==> config.mk <==
export PLATFORM = sky130hd
export DESIGN_NAME = led_pattern_gen
export DESIGN_NICKNAME = d
export VERILOG_FILES = /design/src/rtl/led_pattern_pkg.sv /design/src/rtl/led_pattern_gen_edge_detect.sv /design/src/rtl/led_pattern_gen.sv
export SDC_FILE = /design/constraint.sdc
export NUM_CORES = 1
export LEC_CHECK = 0
export ABC_AREA = 1
export CAP_MARGIN = 20
export CORE_ASPECT_RATIO = 1.5
export CORE_UTILIZATION = 59
export CTS_CLUSTER_SIZE = 10
export DETAILED_ROUTE_END_ITERATION = 6
export PLACE_DENSITY = 0.87
export SLEW_MARGIN = 10
export SYNTH_ARGS = -nofsm -noshare
export SYNTH_HDL_FRONTEND = slang
export SYNTH_HIERARCHICAL = 1
export SYNTH_SLANG_ARGS = --single-unit
==> constraint.sdc <==
create_clock -name slow_clk -period 2.5 [get_ports slow_clk]
set_input_delay 0.375 -clock slow_clk [delete_from_list [all_inputs] [get_ports slow_clk]]
set_output_delay 0.375 -clock slow_clk [all_outputs]
set_load 0.005 [all_outputs]
==> src/rtl/led_pattern_pkg.sv <==
// led_pattern_pkg: mode encodings, direction constants and per-mode seed patterns
package led_pattern_pkg;
  typedef enum logic [2:0] {SCAN, COUNT, GRAY, BAR, BLINK} t_mode;
  localparam int NUM_MODES = 5;
  localparam logic DIR_UP = 1'b0;
  localparam logic DIR_DN = 1'b1;
  function automatic logic [15:0] seed_of(input t_mode m, input int n);
    logic [15:0] s;
    s = (m == BLINK) ? 16'h5555 : (m == SCAN) ? 16'h0001 : 16'h0000;
    return s & 16'((32'd1 << n) - 32'd1);
  endfunction
endpackage

==> src/rtl/led_pattern_gen_edge_detect.sv <==
// led_edge_detect: registers the key level and flags its rising edge
module led_edge_detect #(
  parameter logic RST_VAL = 1'b1
) (
  input  logic clk,
  input  logic rst,
  input  logic in_i,
  output logic press_o
);
  logic btn_q;
  always_ff @(posedge clk or posedge rst)
    if (rst) btn_q <= RST_VAL;
    else     btn_q <= in_i;
  assign press_o = in_i & ~btn_q;
endmodule

==> src/rtl/led_pattern_gen.sv <==
// led_pattern_gen: five-mode LED animation sequencer stepped by the slow clock
module led_pattern_gen
  import led_pattern_pkg::*;
#(
  parameter int NUM_LEDS = 8
) (
  input  logic                slow_clk,
  input  logic                rst,
  input  logic                mode_btn_i,
  input  logic                hold_i,
  output logic [NUM_LEDS-1:0] pattern_o,
  output logic [2:0]          mode_o,
  output logic                wrap_o
);
  localparam int N = NUM_LEDS;
  localparam logic [N-1:0] ONE = N'(1);
  localparam logic [N-1:0] TOP = {1'b1, {(N-1){1'b0}}};
  localparam logic [N-1:0] SEED_BLINK = N'(seed_of(BLINK, N));
  logic [N-1:0] pattern_q, pattern_d, cnt_q, cnt_d;
  logic [2:0] mode_q, mode_d;
  logic dir_q, dir_d, wrap_q, wrap_d, press;
  led_edge_detect #(.RST_VAL(1'b1)) u_edge (
    .clk    (slow_clk),
    .rst    (rst),
    .in_i   (mode_btn_i),
    .press_o(press)
  );
  always_ff @(posedge slow_clk or posedge rst)
    if (rst) begin
      mode_q    <= SCAN;
      pattern_q <= ONE;
      dir_q     <= DIR_UP;
      cnt_q     <= '0;
      wrap_q    <= 1'b0;
    end else begin
      mode_q    <= mode_d;
      pattern_q <= pattern_d;
      dir_q     <= dir_d;
      cnt_q     <= cnt_d;
      wrap_q    <= wrap_d;
    end
  // a press wins over hold; encodings past BLINK animate as SCAN
  always_comb begin
    mode_d    = mode_q;
    pattern_d = pattern_q;
    dir_d     = dir_q;
    cnt_d     = cnt_q;
    wrap_d    = 1'b0;
    if (press) begin
      mode_d    = (mode_q >= 3'(NUM_MODES - 1)) ? SCAN : mode_q + 3'd1;
      pattern_d = N'(seed_of(t_mode'(mode_d), N));
      dir_d     = DIR_UP;
      cnt_d     = '0;
    end else if (!hold_i) begin
      case (mode_q)
        COUNT: begin
          pattern_d = pattern_q + ONE;
          wrap_d    = pattern_d == '0;
        end
        GRAY: begin
          cnt_d     = cnt_q + ONE;
          pattern_d = cnt_d ^ (cnt_d >> 1);
          wrap_d    = cnt_d == '0;
        end
        BAR: begin
          if (dir_q == DIR_UP) begin
            dir_d     = &pattern_q ? DIR_DN : DIR_UP;
            pattern_d = &pattern_q ? pattern_q >> 1 : {pattern_q[N-2:0], 1'b1};
          end else begin
            dir_d     = (pattern_q == '0) ? DIR_UP : DIR_DN;
            pattern_d = (pattern_q == '0) ? ONE : pattern_q >> 1;
          end
          wrap_d = pattern_d == '0;
        end
        BLINK: begin
          pattern_d = ~pattern_q;
          wrap_d    = pattern_d == SEED_BLINK;
        end
        default: begin
          if (dir_q == DIR_UP) begin
            dir_d     = (pattern_q == TOP) ? DIR_DN : DIR_UP;
            pattern_d = (pattern_q == TOP) ? pattern_q >> 1 : pattern_q << 1;
          end else begin
            dir_d     = (pattern_q == ONE) ? DIR_UP : DIR_DN;
            pattern_d = (pattern_q == ONE) ? pattern_q << 1 : pattern_q >> 1;
          end
          wrap_d = pattern_d == ONE;
        end
      endcase
    end
  end
  assign pattern_o = pattern_q;
  assign mode_o    = mode_q;
  assign wrap_o    = wrap_q;
endmodule

==> results.py, run 1 <==
metrics = {
    "outcome": {
        "status": "finished clean",
    },
    "yosys": {
        "yosys_register_bits": 22,
        "synth_compound_area_share_pct": 10.61,
        "yosys.area_share.simple_pct": 41.00,
        "synthDistinctLibCells": 35,
        "syn_area_um2": 2170,
        "synthMuxAreaShare_pct": 0,
        "syn-instance-count": 332,
        "synth_top_family_by_area": "simple AND/OR/NAND/NOR gates",
        "yosys.area_share.adder_pct": 8.651,
        "yosys_warnings": 6,
        "avgSynthCellArea_um2": 6.535,
        "synth_nets": 351,
        "synth_xor_area_share_pct": 2.422,
        "yosysSeqAreaShare_pct": 25.49,
    },
    "layout": {
        "finish.utilization_pct": 69.34,
        "fillCellCount": 321,
        "diodes": 0,
        "area_growth_pct": 10.21,
        "regArea_um2": 553.0,
        "final_nets": 367,
        "final_layout_size_suffix_gt1_share_pct": 11.82,
        "multi_input_area_um2": 1360,
    },
    "cts": {
        "ctsLongestPathBuffers": 2,
        "root_buffer": "clkbuf_8",
        "cts_sinks": 22,
        "cts_hold_buffers": 0,
        "cts_setup_buffers": 0,
        "cts_tree": "yes",
        "htreeDepth": 1,
        "cts.clk_slew.worst_paths_ps": 80,
        "cts_buffers": 3,
        "cts_resized": 0,
        "clkLatencyLatePin_ps": 270,
    },
    "die": {
        "rows": 26,
        "die_w_um": 51.51,
        "initial_core_util_pct": 62.92,
        "die_y_um": 76.27,
        "fp.coreArea_um2": 3448,
        "design.die.area_um2": 3929,
        "ios": 16,
    },
    "setup_path": {
        "worstReg2RegStart": "cnt_q[0]$_DFFE_PP0P_",
        "startpoint": "cnt_q[0]$_DFFE_PP0P_",
        "crit_required_ps": 2690,
        "crit_type": "reg -> reg",
        "crit_path_end_kind": "flip-flop",
        "r2r.worst_path.cells": 12,
        "worst-path-max-fanout": 9,
        "arrival_ps": 2380,
        "start_kind": "flip-flop",
    },
    "pwr": {
        "internal-power_w": 0.001206,
        "p_switching_w": 0.001343,
        "p_leak_nw": 1.196,
        "power.share.clock_pct": 10.2,
        "swShare_pct": 52.69,
        "seqPwrFrac_pct": 26.4,
        "p_comb_share_pct": 63.4,
        "power.density_nw_per_um2": 1066,
        "peakVddDrop_v": 0.0006782,
    },
    "detailed_routing": {
        "post_drt_wl_per_cell_um": 13.95,
        "dr.first_iter.drc_count": 85,
        "ant_nets": 0,
        "drc": 0,
        "firstDrtPassIters": 5,
        "via_count": 2228,
        "viasPerCell": 5.728,
        "drt_wl_total_um": 5427,
    },
    "place": {
        "hpwlAfterDp_um": 4101,
        "io_buffer_count": 15,
        "finalWeightedCongestion": 0.9593,
    },
    "sta": {
        "fmax_ghz": 0.4556,
        "min_period_over_period_pct": 87.80,
        "finalSetupViolCount": 0,
        "setup_tns_ps": 0,
        "rsz0062_at_grt": "false",
        "skew_ps": 2.248,
        "finalHoldViolations": 0,
        "worst_slew_pin_slew_ps": 798.7,
        "min_period_ps": 2195,
        "slew_headroom_pct": 46.69,
        "slew_violations": 0,
    },
    "global_route": {
        "grt_max_degree": 22,
        "grt_usage_pct": 28.64,
        "grt_pass1_vias": 1959,
        "grt_pass1_wl_um": 8700,
        "antenna_found_initial": 0,
        "grt.overflow.total": 0,
    },
    "hold_path": {
        "hp-class": "in -> async",
    },
    "job": {
        "cap_violations": 0,
    },
}
## metal layers
layer / global-route usage [%] / vias up / part of all wire, %
met3: 2.395 / 19 / 6.5
met4: 11.08 / 0 / 2.8
li1: - / 1096 / -
met5: 0 / - / 0
met2: 47.79 / 95 / 50
met1: 37.28 / 1018 / 40
## critical path: stages, from the launching register on
cell	delay [ps]
dfrtp_1	510
ha_1	320
nand3_1	120
xor2_1	290
ha_1	210
nand2_1	60
inv_1	50
nand4_1	110
nand3_1	130
nor2_1	50
nand2_1	70
nand2_1	70
nor2_1	130
## per-stage QoR
stage                     setup WS, ps  area (um2)  instances  hold WS (ps)  power, W
after floorplan                  750.8        2170        332         264.7  0.001813
after detailed placement         397.1        2336        385         559.3  0.002248
final                            305.1        2391        389         438.9  0.002549
after CTS                        366.5        2391        389         439.1  0.002511
after global placement           395.4        2336        385         550.7  0.002225
after global routing             182.2        2391        389         471.4  0.002748
## registers in the layout, summed over array words and instances, names as in the netlist
| name | count |
|---|---|
| mode_o | 3 |
| pattern_o | 8 |
| wrap_o | 1 |
| dir_q | 1 |
| cnt_q | 8 |
| u_edge/btn_q | 1 |
## layout make-up
type                       count  share of cell area (%)
timing repair buffer          17                   6.907
multi-input combinational    252                   56.88
inverter                      52                   8.582
tap                           42                   2.198
clock buffer                   4                   2.302
sequential                    22                   23.13
## layout by cell type (no fill, tap or decap), types with 2 or more instances in the layout
cell,instances
o22ai_1,7
o21ai_1,5
inv_2,7
o211ai_1,2
nand2_1,95
clkdlybuf4s50_1,15
o21ai_0,14
dfstp_2,2
nand3_4,2
nor3_1,3
buf_4,2
dfrtp_1,20
nand2_2,7
inv_1,42
clkbuf_8,4
nand3_1,31
nor2_4,4
nor2_1,31
a21oi_2,2
inv_4,2
nor2_2,5
xor2_1,5
a21oi_1,7
nand4_1,8
ha_1,15
## power by group through the flow
stage / Sequential, W / Combinational, W / Clock, W
2_1_floorplan: 0.000593 / 0.00122 / 0
3_3_place_gp: 0.000673 / 0.00155 / 0
3_5_place_dp: 0.000676 / 0.00157 / 0
4_1_cts: 0.000668 / 0.00158 / 0.000259
5_1_grt: 0.000689 / 0.00178 / 0.000276
6_report: 0.000674 / 0.00162 / 0.000260
## Yosys cell counts
master	number	area (um2)
nor3_2	1	10.01
nor3_1	3	15.01
inv_6	1	8.760
o21ai_0	14	70.07
nand4_1	8	50.05
and2_1	1	6.260
nor2_2	5	31.28
o22ai_1	7	43.79
a21oi_1	7	35.03
inv_1	42	157.7
buf_4	1	7.510
a21oi_2	2	17.52
dfstp_2	2	52.55
o2111ai_1	1	8.760
nand3b_1	1	7.510
o21ai_1	5	25.02
o211ai_1	2	15.01
nor2_1	31	116.4
dfrtp_1	20	500.5
nand3_1	31	155.2
nand2_1	95	356.6
nand2_4	1	11.26
xor2_1	5	43.79
nor2_4	4	45.04
xnor2_1	1	8.760
or2_1	1	6.260
inv_4	2	12.51
ha_1	15	187.7
inv_2	7	26.28
o21ai_2	1	8.760
nand2_2	7	43.79
a31oi_1	1	6.260
buf_2	2	10.01
nand3_4	2	35.03
buf_6	3	33.78
## cell families after synthesis
logic type / Yosys count
fa+ha+maj: 15
xor+xnor: 6
compound gates: 40
buf+inv: 58
flops: 22
simple gates: 191
## worst paths after layout
check | slack, ps | endpoint
worst max register to register | 310 | wrap_o$_DFF_PP0_
max in group asynchronous | 1400 | pattern_o[4]$_DFFE_PP0P_
worst min register to register | 580 | cnt_q[7]$_DFFE_PP0P_
worst max-delay path | 310 | wrap_o$_DFF_PP0_
worst min-delay path | 440 | u_edge/btn_q$_DFF_PP1_
min in group slow_clk | 530 | u_edge/btn_q$_DFF_PP1_
(Power assumes the default switching activity.)
==> inputs of run 2 (changes only) <==
ABC_AREA = default   (was 1)
CTS_CLUSTER_DIAMETER = 150   (was default)
PLACE_DENSITY = 0.88   (was 0.87)
==> run 2 against run 1 <==
Global-route usage rose by 2.0 points. Highest routed layer unchanged. Power fell by 14%. Cell area fell by 5.5%. Routed wire length fell by 6.7%. Sequential cell count did not move. Largest cell class unchanged. Largest power group unchanged. Clock skew fell by 0.62 ps. Count of clock-buffer cells in the layout did not move.
==> results.py, run 2 <==
metrics = {
    "yosys": {
        "ys_top_cells_by_count": "nor2_1, dfrtp_1, nand2_1, ha_1, nand3_1",
        "synth_nets": 261,
        "avgSynthCellArea_um2": 8.391,
        "yosysTopAreaCell": "dfrtp_1",
        "synthDistinctLibCells": 58,
        "synth_edf_count": 0,
        "syn-instance-count": 242,
        "syn_area_um2": 2031,
        "synthArstFlopShare_pct": 100.0,
        "synth_top_area_share_pct": 24.65,
        "synth-main-ff-cell": "dfrtp_1",
        "synthTopCellsByArea": "dfrtp_1, ha_1, xnor2_1",
        "yosysSeqAreaShare_pct": 27.23,
        "synth_most_common_cell": "nor2_1",
        "yosys_register_bits": 22,
        "yosys_warnings": 6,
    },
    "sta": {
        "slew_violations": 0,
        "min_period_ps": 2326,
        "fmax_ghz": 0.4299,
        "skew_ps": 1.627,
        "min_period_over_period_pct": 93.04,
        "rsz0062_at_grt": "false",
        "finalSetupViolCount": 0,
        "finalHoldViolations": 0,
        "hold_ws_ps": 421.5,
        "slew_headroom_pct": 44.71,
        "setup_tns_ps": 0,
        "worst_slew_pin_slew_ps": 828.4,
        "setup_slack_ps": 174.1,
    },
    "place": {
        "finalWeightedCongestion": 0.9505,
        "dp_slack_ps": 167.7,
        "placed_area_um2": 2203,
        "dp.cells": 290,
        "hpwlAfterDp_um": 3780,
        "io_buffer_count": 15,
    },
    "cts": {
        "cts_setup_buffers": 0,
        "root_buffer": "clkbuf_8",
        "clkLatencyLatePin_ps": 270,
        "ctsLongestPathBuffers": 2,
        "cts_resized": 0,
        "htreeDepth": 1,
        "cts_tree": "yes",
        "cts_buffers": 3,
        "cts_sinks": 22,
        "cts.clk_slew.worst_paths_ps": 80,
        "cts_hold_buffers": 0,
    },
    "layout": {
        "area_growth_pct": 11.21,
        "stdcell_area_um2": 2258,
        "final_nets": 274,
        "final_common_cell": "nor2_1",
        "layout_common_cells": "nor2_1, dfrtp_1, nand2_1",
        "diodes": 0,
        "final_cells": 294,
        "final_layout_size_suffix_gt1_share_pct": 9.843,
    },
    "pwr": {
        "peakVddDrop_v": 0.0008987,
        "p_switching_w": 0.001025,
        "p_leak_nw": 0.8987,
        "power.density_nw_per_um2": 975.7,
        "p_comb_share_pct": 59.2,
        "swShare_pct": 46.52,
        "power.share.clock_pct": 11.7,
        "internal-power_w": 0.001178,
        "seqPwrFrac_pct": 29.1,
    },
    "detailed_routing": {
        "post_drt_wl_per_cell_um": 17.23,
        "ant_nets": 0,
        "via_count": 1929,
        "firstDrtPassIters": 4,
        "viasPerCell": 6.561,
        "drc": 0,
        "drt_wl_total_um": 5065,
        "dr.first_iter.drc_count": 140,
    },
    "global_route": {
        "antenna_found_initial": 0,
        "grt.overflow.total": 0,
        "grt_pass1_wl_um": 8604,
        "grt_pass1_vias": 1876,
        "grt_max_degree": 23,
        "grt_usage_pct": 30.63,
    },
    "die": {
        "rows": 25,
        "die_y_um": 73.85,
        "design.die.area_um2": 3685,
        "die_w_um": 49.90,
        "ios": 16,
        "fp.coreArea_um2": 3222,
        "initial_core_util_pct": 63.03,
    },
    "setup_path": {
        "r2r.worst_path.cells": 8,
        "crit_path_end_kind": "flip-flop",
        "worstReg2RegStart": "cnt_q[1]$_DFFE_PP0P_",
        "cpPeakStageDelay_ps": 410,
        "crit_chain": "ha_1, and3_1, nand3_1, xor2_1, ha_1, a221o_1, o311ai_1, nand3_1",
        "crit_type": "reg -> reg",
        "start_kind": "flip-flop",
        "cp_slowest_cell": "dfrtp_1",
        "crit_required_ps": 2650,
        "worst-path-max-fanout": 4,
        "worstReg2RegEnd": "pattern_o[6]$_DFFE_PP0P_",
        "arrival_ps": 2470,
        "ff2ff_setup_slack_ps": 170,
    },
    "outcome": {
        "status": "finished clean",
    },
    "hold_path": {
        "hp-class": "in -> async",
    },
    "job": {
        "cap_violations": 0,
    },
}
## run 2: cell types whose count changed in the layout (fill, tap and decap cells not counted), moves of 5 or more
cell and delta:
inv_2 -5, nor2b_1 +6, o21ai_0 -7, o22ai_1 -6
nand3_1 -20, nand2_1 -77, xor2_1 +5, inv_1 -32
nand2_2 -7, xnor2_1 +9, nor2_1 -8, buf_4 +8
## run 2: per-layer routing
layer / global-route usage [%] / vias to the layer above / part of all wire [%]
met1: 35.48 / 916 / 40
met4: 16.83 / 0 / 3.7
met3: 2.692 / 17 / 5.2
met2: 54.80 / 98 / 51
met5: 0 / - / 0
li1: - / 898 / -
## run 2: cell families (layout without fill, tap and decap cells)
family                     count (synthesis)  count (layout)  synth area share (%)
muxes                                      4               4                 1.972
xor gates and xnor gates                  20              20                 8.626
adders and majority gates                 15              15                 9.242
and+or+nand+nor                           94              94                 24.83
AOI/OAI and AO/OA                         57              57                 20.64
buffers and inverters                     30              42                 7.456
DFF                                       22              22                 27.23
## run 2: worst max-delay path by stage
stage | start | end | slack, ps | cells past startpoint
floorplan | cnt_q[0]$_DFFE_PP0P_ | pattern_o[6]$_DFFE_PP0P_ | 280 | 8
global placement | cnt_q[1]$_DFFE_PP0P_ | pattern_o[6]$_DFFE_PP0P_ | 290 | 8
detailed placement | cnt_q[1]$_DFFE_PP0P_ | pattern_o[6]$_DFFE_PP0P_ | 170 | 8
CTS | cnt_q[1]$_DFFE_PP0P_ | pattern_o[6]$_DFFE_PP0P_ | 160 | 8
global route | cnt_q[1]$_DFFE_PP0P_ | pattern_o[6]$_DFFE_PP0P_ | 10 | 8
finish | cnt_q[1]$_DFFE_PP0P_ | pattern_o[6]$_DFFE_PP0P_ | 170 | 8
## run 2: critical path: cells and delay by family (launching register included)
family	cells	cell delay, ps
compound gates	2	590
fa+ha+maj	2	510
simple gates	3	450
flops	1	410
xor+xnor	1	240
## run 2: layout make-up
cell class,count,area [um2]
inverters,13,48.80
clock buffers,4,55.05
fillers,252,963.4
multi-input cells,190,1326
flip-flops and latches,22,553.0
repair buffers,25,225.2
well taps,40,50.05
## run 2: power by group through the flow
| stage | Combinational, W | Clock [W] | Sequential [W] |
|---|---|---|---|
| after floorplan | 0.000958 | 0 | 0.000554 |
| after global placement | 0.00127 | 0 | 0.000639 |
| after detailed placement | 0.00127 | 0 | 0.000645 |
| after CTS | 0.00128 | 0.000264 | 0.000638 |
| after global routing | 0.00143 | 0.000276 | 0.000654 |
| final | 0.00130 | 0.000257 | 0.000642 |
## run 2: metrics by stage
step / total power (W) / utilization [%]
global placement: 0.001906 / 68.39
global route: 0.002355 / 70.10
floorplan: 0.001512 / -
detailed placement: 0.001916 / 68.39
finish: 0.002203 / 70.10
CTS: 0.002184 / 70.10
==> inputs of run 3 (changes only) <==
PLACE_DENSITY = 0.81   (was 0.88)
==> run 3 against run 2 <==
Combinational power about the same. Clock power about the same. Count of clock-buffer cells in the layout stayed put. Global-route usage fell by 0.43 points. Worst setup slack worse by 12 ps. Sequential power barely moved. Routed wire length down 0.91%. Critical path depth is the same. Sequential share of layout area shrank 0.16 points. Largest power group unchanged. Highest routed layer unchanged.
==> results.py, run 3 (synthesized netlist as in run 2, its figures left out) <==
metrics = {
    "cts": {
        "cts_buffers": 3,
        "root_buffer": "clkbuf_8",
        "clkLatencyLatePin_ps": 270,
        "htreeDepth": 1,
        "cts_setup_buffers": 0,
        "cts_resized": 0,
        "ctsLongestPathBuffers": 2,
        "cts.clk_slew.worst_paths_ps": 80,
        "cts_hold_buffers": 0,
        "cts_sinks": 22,
        "cts_tree": "yes",
    },
    "pwr": {
        "peakVddDrop_v": 0.0006977,
        "power_w": 0.002217,
        "power.density_nw_per_um2": 975.1,
        "p_leak_nw": 0.9092,
    },
    "sta": {
        "finalHoldViolations": 0,
        "skew_ps": 4.829,
        "worst_slew_pin_slew_ps": 805.5,
        "slew_headroom_pct": 46.24,
        "fmax_ghz": 0.4278,
        "rsz0062_at_grt": "false",
        "finalSetupViolCount": 0,
        "setup_tns_ps": 0,
        "min_period_ps": 2338,
        "slew_violations": 0,
        "setup_slack_ps": 162.4,
        "min_period_over_period_pct": 93.50,
    },
    "place": {
        "hpwlAfterDp_um": 3816,
        "io_buffer_count": 15,
        "finalWeightedCongestion": 0.9539,
        "placed_area_um2": 2218,
        "dp_slack_ps": 180.6,
    },
    "layout": {
        "diodes": 0,
        "stdcell_area_um2": 2273,
        "finish.utilization_pct": 70.56,
        "multi_input_area_um2": 1326,
        "regArea_um2": 553.0,
        "final_common_cell": "nor2_1",
        "area_growth_pct": 11.95,
        "layout_common_cells": "nor2_1, dfrtp_1, nand2_1",
        "fillCellCount": 272,
        "final_layout_size_suffix_gt1_share_pct": 10.55,
        "final_nets": 276,
    },
    "detailed_routing": {
        "via_count": 1918,
        "post_drt_wl_per_cell_um": 16.96,
        "viasPerCell": 6.480,
        "ant_nets": 0,
        "drt_wl_total_um": 5019,
        "dr.first_iter.drc_count": 82,
        "drc": 0,
        "firstDrtPassIters": 4,
    },
    "job": {
        "cap_violations": 0,
    },
    "global_route": {
        "grt_usage_pct": 30.20,
        "grt_max_degree": 23,
        "antenna_found_initial": 0,
        "grt_pass1_wl_um": 8431,
        "grt.overflow.total": 0,
        "grt_pass1_vias": 1798,
    },
    "die": {
        "fp.coreArea_um2": 3222,
        "ios": 16,
        "rows": 25,
        "die_w_um": 49.90,
        "initial_core_util_pct": 63.03,
        "design.die.area_um2": 3685,
        "die_y_um": 73.85,
    },
    "outcome": {
        "status": "finished clean",
    },
    "setup_path": {
        "crit_type": "reg -> reg",
        "crit_path_end_kind": "flip-flop",
        "arrival_ps": 2480,
        "start_kind": "flip-flop",
        "worst-path-max-fanout": 4,
        "crit_required_ps": 2640,
    },
    "hold_path": {
        "hp-class": "in -> async",
    },
}
## run 3: per-stage QoR
| stage | hold slack (ps) | std cells |
|---|---|---|
| CTS | 424.4 | 296 |
| global placement | 557.2 | 292 |
| floorplan | 264.7 | 242 |
| detailed placement | 556.1 | 292 |
| global route | 458.9 | 296 |
| finish | 419.7 | 296 |
## run 3: per-layer routing
metal / part of all wire [%] / GRT usage, % / up-vias
met3: 5.5 / 3.106 / 26
met1: 40 / 36.07 / 888
li1: - / - / 901
met2: 50 / 51.95 / 103
met5: 0 / 0 / -
met4: 4.5 / 17.78 / 0
## run 3: critical path, stage by stage (launching register included)
cell and delay, ps:
dfrtp_1 410, ha_1 230, and3_1 230, nand3_1 120
xor2_1 240, ha_1 280, a221o_1 320, o311ai_1 280
nand3_1 110
## run 3: report_power, final
group	total [W]	switching (W)	internal, W	leakage, nW
Sequential	0.000639	0.000187	0.000452	0.287
Clock	0.000259	0.000118	0.000141	0.0288
Combinational	0.00132	0.000724	0.000595	0.594
Total	0.00222	0.00103	0.00119	0.909
## run 3: path summary, 6_finish.rpt
| kind | startpoint | endpoint | slack [ps] | depth (start not counted) |
|---|---|---|---|---|
| min | rst | u_edge/btn_q$_DFF_PP1_ | 420 | 2 |
| max reg2reg | cnt_q[1]$_DFFE_PP0P_ | pattern_o[6]$_DFFE_PP0P_ | 160 | 8 |
| max | cnt_q[1]$_DFFE_PP0P_ | pattern_o[6]$_DFFE_PP0P_ | 160 | 8 |
| min in group slow_clk | mode_btn_i | u_edge/btn_q$_DFF_PP1_ | 540 | 1 |
| max in group asynchronous | rst | pattern_o[6]$_DFFE_PP0P_ | 1410 | 2 |
| min reg2reg | cnt_q[7]$_DFFE_PP0P_ | cnt_q[7]$_DFFE_PP0P_ | 570 | 2 |
## run 3: cell type report
type	count	share of cell area, %
Tap cell	40	2.201
Sequential cell	22	24.33
Inverter	13	2.146
Clock buffer	4	2.422
Timing Repair Buffer	27	10.57
Multi-Input combinational cell	190	58.34
